===== config.mk =====
export PLATFORM = sky130hd
export DESIGN_NAME = fetch_queue
export DESIGN_NICKNAME = d
export VERILOG_FILES = /design/src/rtl/msp430_pkg.sv /design/src/rtl/fq_ram.sv /design/src/rtl/fetch_queue.sv
export SDC_FILE = /design/constraint.sdc
export NUM_CORES = 1
export LEC_CHECK = 0
export CAP_MARGIN = 15
export CORE_AREA = 2 2 123 125
export DETAILED_ROUTE_END_ITERATION = 8
export DIE_AREA = 0 0 125 127
export PLACE_DENSITY_LB_ADDON = 0.25
export SYNTH_ARGS = -nofsm -noshare
export SYNTH_HDL_FRONTEND = slang
export SYNTH_SLANG_ARGS = --single-unit
export TNS_END_PERCENT = 50

===== constraint.sdc =====
create_clock -name clk -period 3.34 [get_ports clk]
set_input_delay 0.501 -clock clk [delete_from_list [all_inputs] [get_ports clk]]
set_output_delay 0.501 -clock clk [all_outputs]
set_load 0.005 [all_outputs]

===== src/rtl/msp430_pkg.sv =====
// rtl/msp430_pkg.sv - Shared types and constants for the fetch path
//
// Contents:
//   DEFAULT_SIZE  default data/address width
//   WORD_STEP     byte increment between sequential instruction words
//   fq_state_t    fetch queue states (FQ_RUN, FQ_DRAIN)
package msp430_pkg;

  localparam int DEFAULT_SIZE = 16;
  localparam int WORD_STEP    = 2;

  typedef enum logic {
    FQ_RUN   = 1'b0,
    FQ_DRAIN = 1'b1
  } fq_state_t;

endpackage


===== src/rtl/fq_ram.sv =====
// rtl/fq_ram.sv - Fetch queue storage, one write port and one async read port
//
// Ports:
//   clk      in   clock; write on rising edge
//   wr_en    in   write strobe
//   wr_addr  in   write index
//   wr_data  in   word written at wr_addr
//   rd_addr  in   read index
//   rd_data  out  combinational read of rd_addr
module fq_ram
  import msp430_pkg::*;
#(
  parameter int WIDTH = 2 * DEFAULT_SIZE,
  parameter int DEPTH = 4,
  parameter int AW    = $clog2(DEPTH)
) (
  input  logic             clk,
  input  logic             wr_en,
  input  logic [AW-1:0]    wr_addr,
  input  logic [WIDTH-1:0] wr_data,
  input  logic [AW-1:0]    rd_addr,
  output logic [WIDTH-1:0] rd_data
);

  logic [WIDTH-1:0] mem [DEPTH];

  always_ff @(posedge clk) begin
    if (wr_en) begin
      mem[wr_addr] <= wr_data;
    end
  end

  assign rd_data = mem[rd_addr];

endmodule


===== src/rtl/fetch_queue.sv =====
// rtl/fetch_queue.sv - Instruction prefetch queue between memory bus and decoder
//
// Optional feature macro: FQ_BYPASS_EN (returning word shown to the decoder
// in its return cycle when the queue is empty).
//
// Ports:
//   clk       in   clock
//   rst       in   asynchronous active-low reset
//   RST_VEC   in   fetch start address loaded while rst is low
//   flush     in   redirect fetching to flush_PC, discard buffered/in-flight words
//   flush_PC  in   redirect address (bit 0 ignored)
//   halt      in   suppress new fetch requests
//   FQ_req    out  fetch request to the arbiter
//   FQ_MAB    out  fetch address
//   FQ_gnt    in   arbiter grant; FQ_req & FQ_gnt issues a fetch
//   MDB_out   in   read data, valid the cycle after an issue
//   IW_valid  out  head word valid
//   IW_out    out  head instruction word
//   IW_addr   out  head word address
//   IW_ready  in   decoder accepts head word
//   FQ_count  out  number of buffered words
module fetch_queue
  import msp430_pkg::*;
#(
  parameter int SIZE  = DEFAULT_SIZE,
  parameter int DEPTH = 4,
  parameter int CW    = $clog2(DEPTH + 1)
) (
  input  logic            clk,
  input  logic            rst,
  input  logic [SIZE-1:0] RST_VEC,
  input  logic            flush,
  input  logic [SIZE-1:0] flush_PC,
  input  logic            halt,
  output logic            FQ_req,
  output logic [SIZE-1:0] FQ_MAB,
  input  logic            FQ_gnt,
  input  logic [SIZE-1:0] MDB_out,
  output logic            IW_valid,
  output logic [SIZE-1:0] IW_out,
  output logic [SIZE-1:0] IW_addr,
  input  logic            IW_ready,
  output logic [CW-1:0]   FQ_count
);

  localparam int AW = $clog2(DEPTH);

  fq_state_t         state, state_next;
  logic [SIZE-1:0]   fa, fa_cur, ret_addr;
  logic              fa_loaded, inflight;
  logic [AW-1:0]     wr_ptr, rd_ptr;
  logic [CW-1:0]     count;
  logic [2*SIZE-1:0] rd_data;
  logic              empty, drop, ret_ok, bypass, head_valid;
  logic              pop, pop_stored, push, req, issue;
  logic [CW:0]       occupancy;

  // Until the first clock after reset the fetch address tracks RST_VEC
  // directly, so no register needs an asynchronous load from an input.
  assign fa_cur = fa_loaded ? fa : RST_VEC;

  assign empty  = (count == '0);
  // A return coinciding with a flush, or arriving while draining, is stale.
  assign drop   = flush | (state == FQ_DRAIN);
  assign ret_ok = inflight & ~drop;

`ifdef FQ_BYPASS_EN
  assign bypass = empty & ret_ok;
`else
  assign bypass = 1'b0;
`endif

  assign head_valid = ~flush & (~empty | bypass);
  assign pop        = head_valid & IW_ready;
  assign pop_stored = pop & ~empty;
  // A bypassed word consumed in its return cycle never enters storage.
  assign push       = ret_ok & ~(bypass & IW_ready);

  // Occupancy once this cycle's return and pop have settled; issuing now
  // adds one more word next cycle, so this must stay below DEPTH.
  assign occupancy = {1'b0, count} + (CW+1)'(inflight) - (CW+1)'(pop);

  always_comb begin
    state_next = state;
    req        = 1'b0;
    case (state)
      FQ_RUN: begin
        req = rst & ~halt & ~flush & (occupancy < (CW+1)'(DEPTH));
        if (flush && inflight) begin
          state_next = FQ_DRAIN;
        end
      end
      FQ_DRAIN: begin
        // Any stale return is dropped this cycle; refetch from the next one.
        state_next = FQ_RUN;
      end
      default: state_next = FQ_RUN;
    endcase
  end

  assign issue = req & FQ_gnt;

  always_ff @(posedge clk or negedge rst) begin
    if (!rst) begin
      state     <= FQ_RUN;
      fa        <= '0;
      fa_loaded <= 1'b0;
      inflight  <= 1'b0;
      ret_addr  <= '0;
      wr_ptr    <= '0;
      rd_ptr    <= '0;
      count     <= '0;
    end else begin
      state     <= state_next;
      fa_loaded <= 1'b1;
      inflight  <= issue;
      if (issue) begin
        ret_addr <= fa_cur;
      end
      if (flush) begin
        fa     <= flush_PC & ~SIZE'(1);
        wr_ptr <= '0;
        rd_ptr <= '0;
        count  <= '0;
      end else begin
        fa <= issue ? fa_cur + SIZE'(WORD_STEP) : fa_cur;
        if (push) begin
          wr_ptr <= wr_ptr + AW'(1);
        end
        if (pop_stored) begin
          rd_ptr <= rd_ptr + AW'(1);
        end
        count <= count + CW'(push) - CW'(pop_stored);
      end
    end
  end

  fq_ram #(
    .WIDTH (2 * SIZE),
    .DEPTH (DEPTH),
    .AW    (AW)
  ) u_ram (
    .clk     (clk),
    .wr_en   (push),
    .wr_addr (wr_ptr),
    .wr_data ({ret_addr, MDB_out}),
    .rd_addr (rd_ptr),
    .rd_data (rd_data)
  );

  // While empty the address output shows the next fetch address, which is
  // RST_VEC during reset.
  always_comb begin
    IW_out  = '0;
    IW_addr = fa_cur;
    if (!empty) begin
      {IW_addr, IW_out} = rd_data;
    end else if (bypass) begin
      IW_addr = ret_addr;
      IW_out  = MDB_out;
    end
  end

  assign FQ_req   = req;
  assign FQ_MAB   = fa_cur;
  assign IW_valid = head_valid;
  assign FQ_count = count;

endmodule


# Word-level counts from Yosys, hierarchy flattened
# Memories as Yosys holds them, arrays and structs flattened.
# Cells that the tools add are included.
# word_totals
wordCells	50
inputBits	54
memories	1
regBits	42
ramBits	128
# memory_table
name	depth	word_bits	rd	rd_clocked_by_memory_dff	write_ports	line_no	source
u_ram.mem	4	32	1	0	1	fq_ram.sv:25	logic [WIDTH-1:0] mem [DEPTH];
# op_classes
n_lt_le_gt_ge	1
bitwise_logic	14
n_mux	15
addsub	7
reduce_logical	4
# ops
cell	n
16-bit 2-to-1 mux	5
16-bit by 2-bit adder with 16-bit output (second input constant)	1
1-bit AND	8
2-bit 2-to-1 mux	4
1-bit inverter	5
2-bit by 1-bit adder with 2-bit output (second input constant)	2
3-bit by 1-bit adder with 4-bit output	1
4-bit by 3-bit < comparator with 1-bit output (second input constant)	1
1-bit 2-to-1 mux	4
2-bit nonzero test	2
4-bit by 1-bit subtractor with 4-bit output	1
3-bit by 1-bit adder with 3-bit output	1
3-bit zero test	1
3-bit 2-to-1 mux	1
3-bit by 1-bit subtractor with 3-bit output	1
1-bit one-hot mux with 2 select lines	1
1-bit logical AND	1
1-bit OR	1

# Longest topological paths before layout
# logic_depth
depth_word	11
depth_mapped	15

# Cells and area by module
# Synthesis repeated with hierarchy kept, for this count alone.
# hier_totals
hier_cells	482
hier_area_um2	7340.8
# modules_own_cells
mod	seq_area_each_um2	area_per_inst_um2	instances	cells_each
fq_ram	3843.7	4689.5	1	171
fetch_queue	1051.0	2651.3	1	311

# Least setup slack after synthesis
# Ideal clock, no wire load.
# synth_timing
kind	input-to-reg
from	input flush
to	register ret_addr[5]
setup_time_ns	0.125
stages	13
required_time_ns	3.215
n_path_buf	4
slack_ns	0.179
t_arrival_ns	3.036
cell_sequence	clkbuf_1 > clkbuf_1 > nor2_1 > ha_1 > inv_1 > ha_1 > and3b_1 > or4_1 > buf_6 > a21o_1 > buf_6 > clkinv_2 > mux2_2
# synth_via
elab_chain_cells	8
elab_cells_between_ends	9
classes_between	1 x add/sub; 1 x order compare; 1 x mux; 6 x bitwise
# synth_rtl
element	line_no	source
from (decl)	fetch_queue.sv:32	input logic flush,
1-bit inverter *	fetch_queue.sv:73, fetch_queue.sv:88	
1-bit AND	fetch_queue.sv:73	assign head_valid = ~flush & (~empty | bypass);
1-bit AND	fetch_queue.sv:74	assign pop = head_valid & IW_ready;
4-bit by 1-bit subtractor with 4-bit output	fetch_queue.sv:81	assign occupancy = {1'b0, count} + (CW+1)'(inflight) - (CW+1)'(pop);
4-bit by 3-bit < comparator with 1-bit output	fetch_queue.sv:88	req = rst & ~halt & ~flush & (occupancy < (CW+1)'(DEPTH));
1-bit AND *	fetch_queue.sv:88	
1-bit 2-to-1 mux *	fetch_queue.sv:86	case (state)
1-bit AND *	fetch_queue.sv:101	assign issue = req & FQ_gnt;
named net issue	fetch_queue.sv:55	logic pop, pop_stored, push, req, issue;
to (signal assigned)	fetch_queue.sv:118	ret_addr <= fa_cur;
to (decl)	fetch_queue.sv:49	logic [SIZE-1:0] fa, fa_cur, ret_addr;
# The timed path passes the listed nets; every way through them passes the cells marked *.
# A chain may end at the register's enable or synchronous reset.

# Worst setup path in the final report
# layout_timing
from	register count[2] (netlist: FQ_count[2])
to	output FQ_req
# layout_via
elab_chain_cells	8
elab_cells_between_ends	9
classes_between	2 x add/sub; 1 x order compare; 1 x mux; 4 x bitwise; 1 x reduce/logical
# layout_rtl
element	line_no	source
from (decl)	fetch_queue.sv:52	logic [CW-1:0] count;
from (signal assigned)	fetch_queue.sv:133	count <= count + CW'(push) - CW'(pop_stored);
3-bit zero test	fetch_queue.sv:62	assign empty = (count == '0);
1-bit inverter	fetch_queue.sv:73	
1-bit AND	fetch_queue.sv:73	
1-bit AND	fetch_queue.sv:74	
4-bit by 1-bit subtractor with 4-bit output *	fetch_queue.sv:81	
4-bit by 3-bit < comparator with 1-bit output *	fetch_queue.sv:88	
1-bit AND *	fetch_queue.sv:88	
1-bit 2-to-1 mux *	fetch_queue.sv:86	
to (decl)	fetch_queue.sv:35	output logic FQ_req,
# Mark *: on every way between the ends. The rest lies on a longest branch, timed or not.

==> impl_results.md <==
* Status: finished clean
* CTS Root Cell: clkbuf_16
* Register area at 0.004897 mm^2
* Fin crit share at 97.44%
* Slew Limit Fails at 0
* Area contributors post-synth: edfxtp_1 53%, dfrtp_1 14%, mux4_2 9.9%
* Mapped Cells at 470
* DR vias at 4,321
* # setup viols final at 0
* Cell taking the most area after synthesis: edfxtp_1
* Max-Cap Viols at 0
* Via/cell ratio at 5.442
* Max Clock Skew at 0.006233 ns
* Compound-Gate Fraction of Synth Area at 6.242%
* Post-synthesis xor/xnor area fraction at 1.328%
* Largest net degree at the start of global routing at 50
* Syn Std Cell Area at 0.007256 mm^2
* Largest family of logic cells by synthesized area: multiplexers
* Site Rows at 44
* Multi-input gate area at 0.002153 mm^2
* IR drop worst, VDD at 433.5 uV
* Tot GR Track Use at 20.04%
* Number of warnings issued by yosys at 0
* Die Wd at 125 um
* First-pass GRT wire length at 24,050 um
* Hold Vio Cnt, Final at 0
* Hold WC Path Type: primary input to async pin
* Initial antenna violation count at 1
* Mux cell area share after synthesis at 12.61%
* Placed inst area at 0.008652 mm^2
* Crit-path max FO at 2
* Synth async-reset ratio at 24.71%
* WL final at 14,900 um
* Commonest non-fill, non-tap cell in the layout: edfxtp_1
* Die Area at 0.01588 mm^2
* Layout area overhead at 27.57%
* Synth top area share at 52.97%
* Sequential fraction of the synthesis area at 67.46%
* I/O Buffers at 105
* Met2 Track Usage GR at 32.19%
* HPWL reported at the end of detailed placement at 9666 um
* Commonest non-fill, non-tap cells in the layout: 128 x edfxtp_1, 103 x clkdlybuf4s50_1, 49 x nand2_1
* Initial DRC count at 361
* Vias in the first global route at 4,535
* Clk_lat worst skew at 0.43 ns
* CP required at 2.84 ns
* RSZ-0062 raised after global routing: true
* Setup Fix Bufs, Post-CTS at 0
* Wire per inst at 18.76 um
* # clock sinks at 170
* CP Class: register to primary output
* Synth Area in Simple Gates at 7.277%
* Fin util at 64.17%
* Adder-cell share of the synthesized area at 2.000%
* DR DRC count at 0
* Antenna Nets Post-Route at 0
* # nets final at 662
* Crit path arrival time at 2.75 ns
* Peak Freq at 307.3 MHz
* Synth Flop Type: edfxtp_1
* Cell Pwr Density at 684.2 mW/mm^2
* Worst-path clk slew at 0.06 ns
* Rel. slew slack at 60.24%
* Core Area at 0.01442 mm^2
* CTS tree: yes
* Tot Pwr at 6.334 mW
* GPL Wtd Cong at 0.8439
* Effective utilization at floorplan at 50.30%
* GR met3 Demand/Resource at 5.486%
* Crit path capture type: primary output
* Pleak at 3.368 nW
* Remaining Overflow, GRT at 0
* Distinct cells, synth at 46
* H-tree levels at 4
* Final Instance Area at 0.009256 mm^2
* Number of enable flip-flop cells after synthesis at 128
* Gr busiest metal: met2
* # IOs at 107
* Diodes inserted at 0
* Max Root-Sink Buffers at 2
* Register bit total from synthesis at 170
* CTS Buf Count at 17
* Mean post-synth cell area at 15.44 um^2
* TritonRoute pass-1 iters at 4
* Final-layout fill cell count at 1,065
* Worst Tran Pin Value at 0.5963 ns
* Startpoint types: register
* Synthesized Nets at 535
* GR met1 Demand/Resource at 26.94%
* Tmin final at 3.255 ns
* Die Ht at 127 um
* Layout cells sized above 1 at 18.69%
-- cell families after synthesis --
| family | Yosys count |
|---|---|
| flops | 170 |
| simple gates | 108 |
| compound gates | 67 |
| mux | 51 |
| buf+inv | 51 |
| fa+ha+maj | 11 |
| xor+xnor | 11 |
| other cells | 1 |
-- state kept, by name (all words and copies together), names as in the netlist --
signal and count:
u_ram.mem 128, fa 16, ret_addr 16, FQ_count 3, rd_ptr 2, wr_ptr 2, fa_loaded 1, inflight 1
state 1
-- critical path, cell delays in order (launching register included) --
cell and delay (ns):
dfrtp_1 0.39, or3_1 0.39, nand2_1 0.10, nor2_1 0.05, ha_1 0.17, inv_1 0.05
ha_1 0.21, and3b_1 0.19, or4_4 0.51, a21boi_2 0.15, clkbuf_2 0.12
-- Yosys cell counts, types with 10 or more instances --
cell	number
mux4_2	32
dfrtp_1	42
nor2_1	13
and2_1	21
o21ai_1	21
edfxtp_1	128
clkbuf_1	18
mux2i_1	16
inv_1	25
nand2_1	49
o21ai_0	17
ha_1	10
-- final cells by class --
type,count,area share (%)
flip-flops and latches,170,52.91
multi-input cells,249,23.26
repair buffers,133,13.79
clock inverters,15,1.892
inverters,26,1.068
clock buffers,17,4.596
well taps,184,2.487
-- report_power, final --
part	total (mW)	switching [mW]	internal [mW]	leakage, nW
clock	1.97	0.799	1.18	0.285
combinational	1.68	0.748	0.928	1.40
sequential	2.68	0.161	2.52	1.69
-- path summary, 6_finish.rpt --
check | from | end | slack [ns] | cells past startpoint
setup reg to reg | FQ_count[2] | fa[15] | 0.27 | 13
max in group asynchronous | rst | fa_loaded | 2.70 | 2
setup / recovery | FQ_count[2] | FQ_req | 0.09 | 10
hold reg to reg | ret_addr[9] | u_ram.mem[0][25] | 0.52 | 0
hold / removal | rst | fa[4] | 0.20 | 2
min in group clk | ret_addr[9] | u_ram.mem[0][25] | 0.52 | 0
-- per-layer routing --
| layer | wire length (um) | part of all wire (%) | vias up |
|---|---|---|---|
| li1 | - | - | 2012 |
| met1 | 6475 | 43 | 2149 |
| met2 | 7308 | 49 | 139 |
| met3 | 872 | 5.9 | 19 |
| met4 | 230 | 1.5 | 2 |
| met5 | 10 | 0.067 | - |
-- metrics by stage --
stage / hold WS [ns] / setup TNS (ns) / worst slack, ns / std cells
6_report: 0.1972 / 0 / 0.08538 / 794
5_1_grt: 0.2412 / -0.03686 / -0.03686 / 794
4_1_cts: 0.2236 / 0 / 0.004676 / 794
3_5_place_dp: 0.5037 / -0.5296 / -0.2349 / 762
3_3_place_gp: 0.4829 / -0.3464 / -0.2420 / 762
2_1_floorplan: 0.2054 / 0 / 0.1791 / 470
-- repair_timing --
item / CTS / global route
endpoints found under the setup margin: 1 / 3
pin swaps: 0 / 1
endpoints found under the hold margin: 0 / 0
gates resized for setup: 5 / 2
hold buffers: 0 / 0
No activity file was read; power rests on OpenSTA's default activity.
